===== src/rtl/led_blink_arbiter.sv =====
// rtl/led_blink_arbiter.sv - round-robin owner of the board LED; sequences blink bursts per requester
module led_blink_arbiter #(
    parameter int TICK_DIV  = 4,
    parameter int N_REQ     = 4,
    parameter int CNT_W     = 8,
    parameter int GAP_TICKS = 2
) (
    input  logic                 clk,
    input  logic                 rst_n,
    input  logic [N_REQ-1:0]     req,
    input  logic [4*N_REQ-1:0]   blinks,
    input  logic [CNT_W-1:0]     on_ticks,
    input  logic [CNT_W-1:0]     off_ticks,
    output logic [N_REQ-1:0]     grant,
    output logic                 busy,
    output logic                 done,
    output logic                 led
);

    localparam int IDX_W  = $clog2(N_REQ);
    localparam int GAP_W  = $clog2(GAP_TICKS + 1);
    localparam int BASE_W = (CNT_W > GAP_W) ? CNT_W : GAP_W;
    localparam int PH_W   = BASE_W + $clog2(TICK_DIV + 1);

    localparam logic [PH_W-1:0] TD       = PH_W'(TICK_DIV);
    localparam logic [PH_W-1:0] GAP_LAST = PH_W'(GAP_TICKS * TICK_DIV - 1);

    typedef enum logic [2:0] {
        S_IDLE,
        S_ON,
        S_OFF,
        S_GAP,
        S_FIN
    } state_t;

    state_t            state;
    logic [PH_W-1:0]   cyc;
    logic [PH_W-1:0]   on_last;
    logic [PH_W-1:0]   off_last;
    logic [3:0]        cnt;
    logic [IDX_W-1:0]  last_grant;
    logic [IDX_W-1:0]  owner;

    logic              win_found;
    logic [IDX_W-1:0]  win_idx;
    logic [IDX_W:0]    cand;
    logic [3:0]        win_blinks;
    logic [CNT_W-1:0]  on_eff;
    logic [CNT_W-1:0]  off_eff;
    logic [PH_W-1:0]   on_last_nxt;
    logic [PH_W-1:0]   off_last_nxt;

    // Search starts one past the previous owner so every pending requester gets a turn.
    always_comb begin
        win_found = 1'b0;
        win_idx   = '0;
        cand      = '0;
        for (int i = 1; i <= N_REQ; i++) begin
            cand = {1'b0, last_grant} + (IDX_W+1)'(i);
            if (cand >= (IDX_W+1)'(N_REQ)) begin
                cand = cand - (IDX_W+1)'(N_REQ);
            end
            if (!win_found && req[cand[IDX_W-1:0]]) begin
                win_found = 1'b1;
                win_idx   = cand[IDX_W-1:0];
            end
        end
    end

    always_comb begin
        win_blinks   = blinks[{win_idx, 2'b00} +: 4];
        on_eff       = (on_ticks  == '0) ? CNT_W'(1) : on_ticks;
        off_eff      = (off_ticks == '0) ? CNT_W'(1) : off_ticks;
        on_last_nxt  = PH_W'(on_eff)  * TD - PH_W'(1);
        off_last_nxt = PH_W'(off_eff) * TD - PH_W'(1);
    end

    always_ff @(posedge clk or negedge rst_n) begin
        if (!rst_n) begin
            state      <= S_IDLE;
            cyc        <= '0;
            cnt        <= '0;
            on_last    <= '0;
            off_last   <= '0;
            owner      <= '0;
            last_grant <= IDX_W'(N_REQ - 1);
            grant      <= '0;
            busy       <= 1'b0;
            done       <= 1'b0;
            led        <= 1'b0;
        end else begin
            done <= 1'b0;
            case (state)
                S_IDLE: begin
                    if (win_found) begin
                        grant    <= {{(N_REQ-1){1'b0}}, 1'b1} << win_idx;
                        busy     <= 1'b1;
                        owner    <= win_idx;
                        cnt      <= win_blinks;
                        on_last  <= on_last_nxt;
                        off_last <= off_last_nxt;
                        cyc      <= '0;
                        if (win_blinks != 4'd0) begin
                            state <= S_ON;
                            led   <= 1'b1;
                        end else begin
                            state <= S_FIN;
                            done  <= 1'b1;
                        end
                    end
                end
                S_ON: begin
                    if (cyc == on_last) begin
                        cyc   <= '0;
                        led   <= 1'b0;
                        state <= S_OFF;
                    end else begin
                        cyc <= cyc + PH_W'(1);
                    end
                end
                S_OFF: begin
                    if (cyc == off_last) begin
                        cyc <= '0;
                        cnt <= cnt - 4'd1;
                        // cnt is the count before this decrement, so 1 means the last blink just ended
                        if (cnt != 4'd1) begin
                            state <= S_ON;
                            led   <= 1'b1;
                        end else begin
                            state <= S_GAP;
                        end
                    end else begin
                        cyc <= cyc + PH_W'(1);
                    end
                end
                S_GAP: begin
                    if (cyc == GAP_LAST) begin
                        cyc   <= '0;
                        state <= S_FIN;
                        done  <= 1'b1;
                    end else begin
                        cyc <= cyc + PH_W'(1);
                    end
                end
                S_FIN: begin
                    state      <= S_IDLE;
                    grant      <= '0;
                    busy       <= 1'b0;
                    last_grant <= owner;
                end
                default: begin
                    state <= S_IDLE;
                    grant <= '0;
                    busy  <= 1'b0;
                    led   <= 1'b0;
                end
            endcase
        end
    end

endmodule


===== config.mk =====
export PLATFORM = sky130hd
export DESIGN_NAME = led_blink_arbiter
export DESIGN_NICKNAME = d
export VERILOG_FILES = /design/src/rtl/led_blink_arbiter.sv
export SDC_FILE = /design/constraint.sdc
export NUM_CORES = 1
export LEC_CHECK = 0
export BUFFER_PORTS_ARGS = -buffer_cell sky130_fd_sc_hd__buf_2
export CAP_MARGIN = 0
export CORE_MARGIN = 2
export CORE_UTILIZATION = 38
export DETAILED_ROUTE_END_ITERATION = 10
export GPL_TIMING_DRIVEN = 0
export PLACE_DENSITY = 0.69
export SYNTH_ARGS = -nofsm -noshare
export SYNTH_HDL_FRONTEND = slang
export SYNTH_SLANG_ARGS = --single-unit

===== constraint.sdc =====
create_clock -name clk -period 6.35 [get_ports clk]
set_input_delay 0.635 -clock clk [delete_from_list [all_inputs] [get_ports clk]]
set_output_delay 0.635 -clock clk [all_outputs]
set_load 0.005 [all_outputs]

* Word level (Yosys, flattened, before mapping)
Cells that the tools add are included. W data, S select, Z words.
Storage, ports and cells: output and inout port bits 7, word-level logic and storage cells 120, input bits 38, register bits after elaboration 51
Operators by class: magnitude comparators 8, add/sub/neg operators 12, reduce and logical (&&, ||, !) cells 20, multiplexer cells 51, shift-type cells 2, eq/ne operators 14, bitwise gates (word level) 2
Operator list (count):
- $mux W11 | 4
- $pmux W11 S4 | 1
- $eq A11 B11 Y1 | 2
- $sub A10 B1 Y11 const B | 2
- $mux W2 | 9
- $mux W1 | 17
- $logic_not A8 Y1 | 2
- $mux W8 | 2
- $pmux W4 S2 | 2
- $shiftx A16 B5 Y4 | 1
- $mux W3 | 5
- $ge A3 B3 Y1 const B | 4
- $lt A2 B3 Y1 const B | 4
- $mux W4 | 3
- $ne A2 B2 Y1 const B | 6
- $pmux W3 S4 | 1
- $add A11 B1 Y11 const B | 1
- $eq A11 B3 Y1 const B | 1
- $bmux W1 S2 | 4
- $reduce_bool A4 Y1 | 2
- $sub A2 B1 Y2 const B | 4
- $add A2 B2 Y3 const B | 2
- $eq A3 B2 Y1 const B | 2
- $reduce_and A2 Y1 | 3
- 19 further kinds | 25

* Depth between registers and ports, before layout
Gate-level depths: netlist of the first run.
word-level depth 20, depth in mapped cells 9, mapped depth without buffers 8

* Worst setup path before layout of the first run
No wires, ideal clock.
path kind input -> register, start input port req[1], end register state[0], buffers on the path 1, required time 6.219 ns, library setup time 0.131 ns, path slack 3.990 ns, arrival 2.228 ns, cell stages on the path 8, cell sequence a21o_1 > a31oi_1 > buf_6 > mux2i_1 > mux2i_1 > nor4_2 > nor2_1 > or3_1
Between the ends: word-level cells in the longest chain between the ends 17, elaborated cells on any way between the ends 29, classes of those cells eq/ne: 1; shift: 1; mux: 19; reduce/logical: 8
Ends and longest elaborated chain:
- start, declared | RTL line 10 | input logic [N_REQ-1:0] req,
- $bmux W1 S2 | RTL line 63 | if (!win_found && req[cand[IDX_W-1:0]]) begin
- $mux W1 (implied by the code) | RTL line 63
- $mux W1 | RTL line 63
- $logic_not A1 Y1 | RTL line 63
- $logic_and A1 B1 Y1 | RTL line 63
- $mux W1 | RTL line 63
- $logic_not A1 Y1 | RTL line 63
- $logic_and A1 B1 Y1 | RTL line 63
- $mux W1 | RTL line 63
- $logic_not A1 Y1 | RTL line 63
- $logic_and A1 B1 Y1 | RTL line 63
- $mux W2 | RTL line 63
- $shiftx A16 B5 Y4 | RTL line 71 | win_blinks = blinks[{win_idx, 2'b00} +: 4];
- $reduce_bool A4 Y1 | RTL line 103 | if (win_blinks != 4'd0) begin
- $mux W3 | RTL line 103
- $mux W3 | RTL line 95 | if (win_found) begin
- $pmux W3 S4 | RTL line 93 | case (state)
- end signal, assigned | RTL line 104 | state <= S_ON;
- end signal, assigned | RTL line 107 | state <= S_FIN;
- end signal, assigned | RTL line 116 | state <= S_OFF;
- end, declared | RTL line 36 | state_t state;
Several ways; a longest one is shown, not always the timed one. The select of a mux whose other input is x is not followed. A chain may end at the register's enable or synchronous reset.

* Worst setup path after layout of the first run
start register last_grant[1], end register state[0]
Between the ends: word-level cells in the longest chain between the ends 20, elaborated cells on any way between the ends 45, classes of those cells add/sub: 8; order compare: 4; eq/ne: 1; shift: 1; mux: 23; reduce/logical: 8
Ends and longest elaborated chain:
- start, declared | RTL line 41 | logic [IDX_W-1:0] last_grant;
- start signal, assigned | RTL line 86 | last_grant <= IDX_W'(N_REQ - 1);
- start signal, assigned | RTL line 149 | last_grant <= owner;
- $add A2 B1 Y3 | RTL line 59 | cand = {1'b0, last_grant} + (IDX_W+1)'(i);
- $ge A3 B3 Y1 / $sub A2 B1 Y2 (equally long branches) | RTL line 60, 61
- $mux W2 | RTL line 60 | if (cand >= (IDX_W+1)'(N_REQ)) begin
- $bmux W1 S2 | RTL line 63
- $mux W1 (implied by the code) | RTL line 63
- $mux W1 | RTL line 63
- $logic_not A1 Y1 | RTL line 63
- $logic_and A1 B1 Y1 | RTL line 63
- (+4 left out)
- $logic_not A1 Y1 | RTL line 63
- $logic_and A1 B1 Y1 | RTL line 63
- $mux W2 | RTL line 63
- $shiftx A16 B5 Y4 | RTL line 71
- $reduce_bool A4 Y1 | RTL line 103
- $mux W3 | RTL line 103
- $mux W3 | RTL line 95
- $pmux W3 S4 | RTL line 93
Several ways; a longest one is shown, not always the timed one. The select of a mux whose other input is x is not followed.

==> metrics.md, run 1 <==
| Metric | Value |
|---|---|
| YS warnings | 0 |
| Worst skew pair latency | 0.30 ns |
| Max-cap viol count | 0 |
| Share of layout cells above drive strength 1 | 19.4% |
| Num CTS Buffers | 5 |
| Hold Path Depth | 2 |
| Worst slew pin tran | 1.05 ns |
| Count leader, synth | dfrtp_1 |
| Hold-fix buffers, CTS | 0 |
| Hold crit path type | reg2reg |
| Final cycle utilization of the critical path | 40.8% |
| N_diodes | 0 |
| # resized after CTS | 0 |
| Post-DP HPWL | 4.86 mm |
| DRC violations left | 0 |
| Status | finished, final reports clean |
| P&R area growth vs syn | 15.5% |
| Core outline area | 0.00729 mm² |
| Die area | 0.00826 mm² |
| # rows | 31 |
| PD cells | 365 mW/mm² |
| Worst R2R End | state[0] |
| Post-CTS setup buffers | 0 |
| Post-Route WL | 6.40 mm |
| Worst VDD drop | 130 µV |
| Vias in the first global route | 2401 |
| Initial antenna violation count | 0 |
| Total grt overflow | 0 |
| F_max | 386 MHz |
| Worst Clk Skew | 0.00629 ns |
| Kind of critical path | reg2reg |
| CP Max Fanout | 10 |
| Flops & latches, synth | 48 |
| Top cells by count, synth | dfrtp_1 (46), nand2_1 (37), nor2_1 (28) |
| Synthesized area | 0.00287 mm² |
| Final Hold Vio Count | 0 |
| Hold endpoint | owner[1] |
| Top-area cell type share of the netlist area | 40.1% |
| Clock Sinks | 48 |
| Wirelength per Cell | 13.8 µm |
| # H-tree levels | 2 |
| Reg2reg path depth | 9 |
| Placed instance count | 457 |
| Mapped Cells | 314 |
| Synth Flop Type | dfrtp_1 |
| Syn nets | 357 |
| Ranking of synthesized cells by area | dfrtp_1 (40%), xor2_1 (6.1%), nand2_1 (4.8%) |
| R2R Setup Slk | 3.76 ns |
| GRT Overall Usage | 16.2% |
| Initial drt markers | 155 |
| Die W | 90.9 µm |
| Post-route ant nets | 0 |
| CTS tree | built |
| Sequential share of the synthesized area | 41.9% |
| Die span in y | 90.9 µm |
| Reg2reg start | last_grant[1] |
| Ports | 45 |
| Synth unique cells | 54 |
| Fill count | 743 |
| WP data required | 6.53 ns |
| Crit end category | register |
| Max-slew violation count | 0 |
| P_leak | 0.00153 µW |
| Non-Filler Instances | 465 |
| Vias per inst | 5.28 |
| Rel. slew slack | 29.8% |
| Crit path DAT | 2.77 ns |
| Startpoint Class | register |
| Placer Congestion | 0.816 |
| Fin crit period | 2.59 ns |
| Fin nets | 408 |
| Final setup violating endpoints | 0 |
| HP Start | owner[1] |
| Clk pin slew, worst setup/hold paths | 0.08 ns |
| Initial Utilization | 39.4% |
| Via count | 2454 |
| Setup_tns | 0 ns |
| Port Buf Inserts | 44 |
| Largest area contributor in the netlist | dfrtp_1 |
| 1st-pass router iterations | 4 |
| First-pass GRT wire length | 10.9 mm |
| Post-synth EDFFs | 0 |
| RSZ-0062 raised after global routing | no |
| Post-Syn Area per Cell | 9.14 µm² |
| Largest net degree at the start of global routing | 49 |
| Maximum clock path buffer count | 2 |
| Clk Tree Root Cell | clkbuf_8 |
| Synth async-reset ratio | 100% |
report_power, final:
part / internal, µW / total [µW] / switching, µW
logic: 214 / 505 / 291
registers: 427 / 506 / 79.4
clock network: 99.5 / 198 / 98.9
placed cells by master (no fill, tap or decap), types with 10 or more instances in the layout:
master,Yosys,layout
dfrtp_1,46,46
nand3_1,11,11
a21oi_1,19,19
o21ai_0,12,12
clkbuf_1,13,14
nand2_1,37,37
mux2i_1,13,13
buf_2,3,47
xor2_1,20,20
nor2_1,28,28
nor3_1,10,10
sequential cells by signal (all words and copies together) (netlist names):
signal,count
owner,2
grant,4
on_last,10
off_last,9
last_grant,2
cyc,11
busy,1
led,1
cnt,4
done,1
state,3
cell families after synthesis:
kind of cell / Yosys count / synth area share, %
buffers and inverters: 26 / 4.27
adders and majority gates: 5 / 2.18
muxes: 16 / 5.71
and+or+nand+nor: 123 / 21.1
xor gates and xnor gates: 27 / 8.24
AOI/OAI and AO/OA: 69 / 16.6
DFF: 48 / 41.9
cell type report:
cell class              instances  area, µm²  share of cell area [%]
flip-flops and latches         48       1200                    36.3
clock buffers                   8        100                    3.02
multi-input cells             240       1540                    46.6
repair buffers                 44        220                    6.64
well taps                      99        124                    3.74
plain buffers                  19       96.3                    2.91
inverters                       7       26.3                   0.793
worst max-delay path by stage:
stage	startpoint	to	cells past startpoint
global placement	req[0]	state[0]	9
global route	last_grant[1]	state[0]	9
detailed placement	req[0]	state[0]	9
floorplan	req[1]	state[0]	8
CTS	last_grant[1]	state[0]	9
finish	last_grant[1]	state[0]	9
stage by stage:
step / cell area, µm² / hold WS (ns) / setup WS (ns) / util, % / total power (µW)
final: 3310 / 0.487 / 3.76 / 45.5 / 1210
after global routing: 3310 / 0.520 / 3.48 / 45.5 / 1310
after CTS: 3310 / 0.490 / 3.74 / 45.5 / 1220
after detailed placement: 3210 / 0.469 / 3.61 / 44.1 / 1020
after global placement: 3210 / 0.462 / 3.64 / 44.1 / 999
after floorplan: 2870 / 0.339 / 3.99 / - / 870
routing by layer:
layer / GRT usage, % / share of wire (%) / up-vias
met1: 21.4 / 46 / 1185
met5: 0 / 0 / -
met2: 27.2 / 49 / 41
li1: - / - / 1222
met4: 4.92 / 1.2 / 0
met3: 2.92 / 3.6 / 6
worst max-delay path: stages (launching register included):
cell      delay (ns)
dfstp_2         0.52
buf_4           0.14
nand3b_1        0.08
a31oi_1         0.31
buf_6           0.21
mux2i_1         0.19
mux2i_1         0.14
nor4_2          0.41
nor2_1          0.11
or3_1           0.36
Power figures use the tool's default switching activity.
==> run 2, diff against run 1 <==
--- a/config.mk
+++ b/config.mk
@@ -11,7 +11,7 @@
 export CORE_UTILIZATION = 38
 export DETAILED_ROUTE_END_ITERATION = 10
 export GPL_TIMING_DRIVEN = 0
-export PLACE_DENSITY = 0.69
+export PLACE_DENSITY = 0.71
 export SYNTH_ARGS = -nofsm -noshare
 export SYNTH_HDL_FRONTEND = slang
 export SYNTH_SLANG_ARGS = --single-unit
==> constraint.sdc (replaced) <==
create_clock -name clk -period 2.1 [get_ports clk]
set_input_delay 0.21 -clock clk [delete_from_list [all_inputs] [get_ports clk]]
set_output_delay 0.21 -clock clk [all_outputs]
set_load 0.005 [all_outputs]
==> run 2 against run 1 <==
  * The run now ends with negative setup slack left
  * Clock skew grew 0.0036 ns
  * Clock power grew to 2.7 times the previous value
  * Setup slack worse by 4.0 ns
  * Critical path depth shrank 1
  * Cell area up 7.0%
  * Utilization increased by 3.2 points
  * Sequential power rose to 3.3 times the previous value
  * Highest routed layer unchanged
==> metrics.md, run 2 (same netlist as run 1, synthesis figures left out) <==
| Metric | Value |
|---|---|
| Status | finished, violations left |
| Failing checks | negative setup slack |
| Hold-fix buffers, CTS | 0 (unchanged) |
| Initial Utilization | 39.4% (unchanged) |
| Initial antenna violation count | 0 (unchanged) |
| Initial drt markers | 143 (-7.7%) |
| Most frequent cells in the layout | buf_2 (46), dfrtp_1 (42), nand2_1 (35), nor2_1 (27), xor2_1 (20) |
| Fin Hold WS | 0.0843 ns (-0.403 ns) |
| Largest Register | cyc |
| Total grt overflow | 0 (unchanged) |
| Num CTS Buffers | 5 (unchanged) |
| Die W | 90.9 µm (unchanged) |
| Die area | 0.00826 mm² (unchanged) |
| Post-route ant nets | 0 (unchanged) |
| Top Layer Used | met4 |
| Routed length on met3 | 161 µm (-30%) |
| Kind of critical path | reg2reg |
| Final setup violating endpoints | 7 (+7) |
| Largest net degree at the start of global routing | 49 (unchanged) |
| P_leak | 0.00161 µW (+5.3%) |
| CTS tree | built |
| Flip-flop count of the largest register after layout | 11 (unchanged) |
| Worst slew pin tran | 1.04 ns (-0.0119 ns) |
| Vias per inst | 5.35 (+1.4%) |
| # H-tree levels | 2 (unchanged) |
| Ports | 45 (unchanged) |
| Ordered cell list for the critical path | nand3b_1 -> a31oi_4 -> buf_6 -> mux2i_2 -> mux2i_2 -> nor4_2 -> nor2_1 -> or3_1 |
| Worst VDD drop | 376 µV (+190%) |
| # rows | 31 (unchanged) |
| GRT Overall Usage | 16.6% (+0.39 points) |
| Fill count | 703 (-5.4%) |
| Sw frac | 40.4% (+1.6 points) |
| Hold crit path type | in2async |
| Crit path DAT | 2.53 ns (-0.24 ns) |
| Top delay family on crit path | simple AND/OR/NAND/NOR gates |
| Maximum clock path buffer count | 2 (unchanged) |
| Rel. slew slack | 30.6% (+0.79 points) |
| Crit end category | register |
| Crit-path most repeated cell | mux2i_2 |
| Max-cap viol count | 0 (unchanged) |
| Worst Clk Skew | 0.00994 ns (+0.00365 ns) |
| PD cells | 1090 mW/mm² (+200%) |
| Slowest CP cell | dfstp_2 |
| First-pass GRT wire length | 11.3 mm (+3.5%) |
| M1 wire length | 3.15 mm (+6.8%) |
| F_max | 426 MHz (+10%) |
| DP Area | 0.00322 mm² (+0.31%) |
| RSZ-0062 raised after global routing | yes |
| R2R Setup Slk | -0.25 ns (-4.01 ns) |
| Setup_tns | -0.674 ns (-0.674 ns) |
| Max-slew violation count | 0 (unchanged) |
| Sequential standard cell area | 0.00121 mm² (+0.42%) |
| Final cycle utilization of the critical path | 112% (+71 points) |
| Vias in the first global route | 2445 (+1.8%) |
| Final Hold Vio Count | 0 (unchanged) |
| PnR worst setup slack | -0.247 ns (-4.01 ns) |
| CP max stage delay | 0.60 ns (+0.08 ns) |
| DRC violations left | 0 (unchanged) |
| Fin area | 0.00355 mm² (+7.0%) |
| Via count | 2543 (+3.6%) |
| Gate power share | 42.9% (+1.2 points) |
| Worst skew pair latency | 0.30 ns (about the same) |
| Clk pin slew, worst setup/hold paths | 0.08 ns (about the same) |
| Post-DP HPWL | 4.90 mm (+0.80%) |
| Core outline area | 0.00729 mm² (unchanged) |
| 1st-pass router iterations | 5 (+1) |
| Bufs and invs on worst path | 1 (-1) |
| Clock Sinks | 48 (unchanged) |
| Cell Int Power | 2310 µW (+210%) |
| WP data required | 2.28 ns (-4.25 ns) |
| Die span in y | 90.9 µm (unchanged) |
| CP Max Fanout | 8 (-2) |
| Met2 WL post-DR | 3.55 mm (+13%) |
| Placer Congestion | 0.800 (-2.0%) |
| Sw power | 1560 µW (+230%) |
| Reg power frac | 43.3% (+1.4 points) |
| Clock network power share | 13.8% (-2.6 points) |
| Port Buf Inserts | 44 (unchanged) |
| Share of layout cells above drive strength 1 | 30.6% (+11 points) |
| Dpl ws | -0.326 ns (-3.94 ns) |
| Tot Pwr | 3880 µW (+220%) |
| Clk Tree Root Cell | clkbuf_8 |
| Startpoint Class | register |
| Fin nets | 418 (+2.5%) |
| Post-Route WL | 7.00 mm (+9.3%) |
| Commonest non-fill, non-tap cell in the layout | buf_2 |
| P&R area growth vs syn | 23.5% |
| N_diodes | 0 (unchanged) |
| Fin crit period | 2.35 ns (-0.242 ns) |
| Largest registers | cyc (11), on_last (10), off_last (9) |
| Multi-input gate area | 0.00167 mm² (+8.0%) |
| Wirelength per Cell | 14.7 µm (+7.0%) |
[run 2: cell count changes in the layout (fill, tap and decap cells not counted), sizes merged]
cell    change
buf        +16
clkbuf      -7
clkinv      +1
[run 2: per-stage QoR]
step	cells	util (%)
2_1_floorplan	314	-
3_5_place_dp	457	44.2
3_3_place_gp	457	44.2
4_1_cts	469	46.6
5_1_grt	475	48.6
6_report	475	48.6
[run 2: cell type report]
type / count / area share, %
Timing Repair Buffer: 61 / 10.2
Sequential cell: 48 / 34.1
Tap cell: 99 / 3.49
Clock buffer: 7 / 2.15
Inverter: 7 / 0.741
Clock inverter: 1 / 0.141
Multi-Input combinational cell: 240 / 47.0
Buffer: 12 / 2.12
[run 2: worst paths after layout]
path / start / end / depth (start not counted)
max in group asynchronous: rst_n / cyc[0] / 1
min: rst_n / cnt[3] / 1
max reg2reg: last_grant[1] / state[0] / 8
min in group clk: off_ticks[7] / off_last[9] / 3
min reg2reg: grant[1] / grant[1] / 2
max: last_grant[1] / state[0] / 8
[run 2: repair_timing]
item | CTS | global route
pin swaps | 7 | 15
endpoints found under the setup margin | 28 | 29
gates resized for setup | 15 | 27
cloned | 1 | 2
buffers inserted | 9 | 6
[run 2: worst reg2reg max path: cells and delay by family (launching register included)]
kind	cells	cell delay, ns
buffers and inverters	1	0.13
AOI/OAI and AO/OA	1	0.22
muxes	2	0.35
and+or+nand+nor	4	0.93
DFF	1	0.60
[run 2: power groups by stage]
stage / Combinational, µW / Sequential (µW) / Clock, µW
6_report: 1660 / 1680 / 536
5_1_grt: 1860 / 1730 / 585
4_1_cts: 1540 / 1640 / 542
2_1_floorplan: 1140 / 1500 / 0
3_5_place_dp: 1540 / 1560 / 0
3_3_place_gp: 1480 / 1540 / 0
[run 2: layer usage]
layer  vias to the layer above  GRT usage [%]
met1                      1255           21.9
met3                        11           2.09
met4                         0           6.19
met5                         -              0
met2                        38           28.0
li1                       1239              -
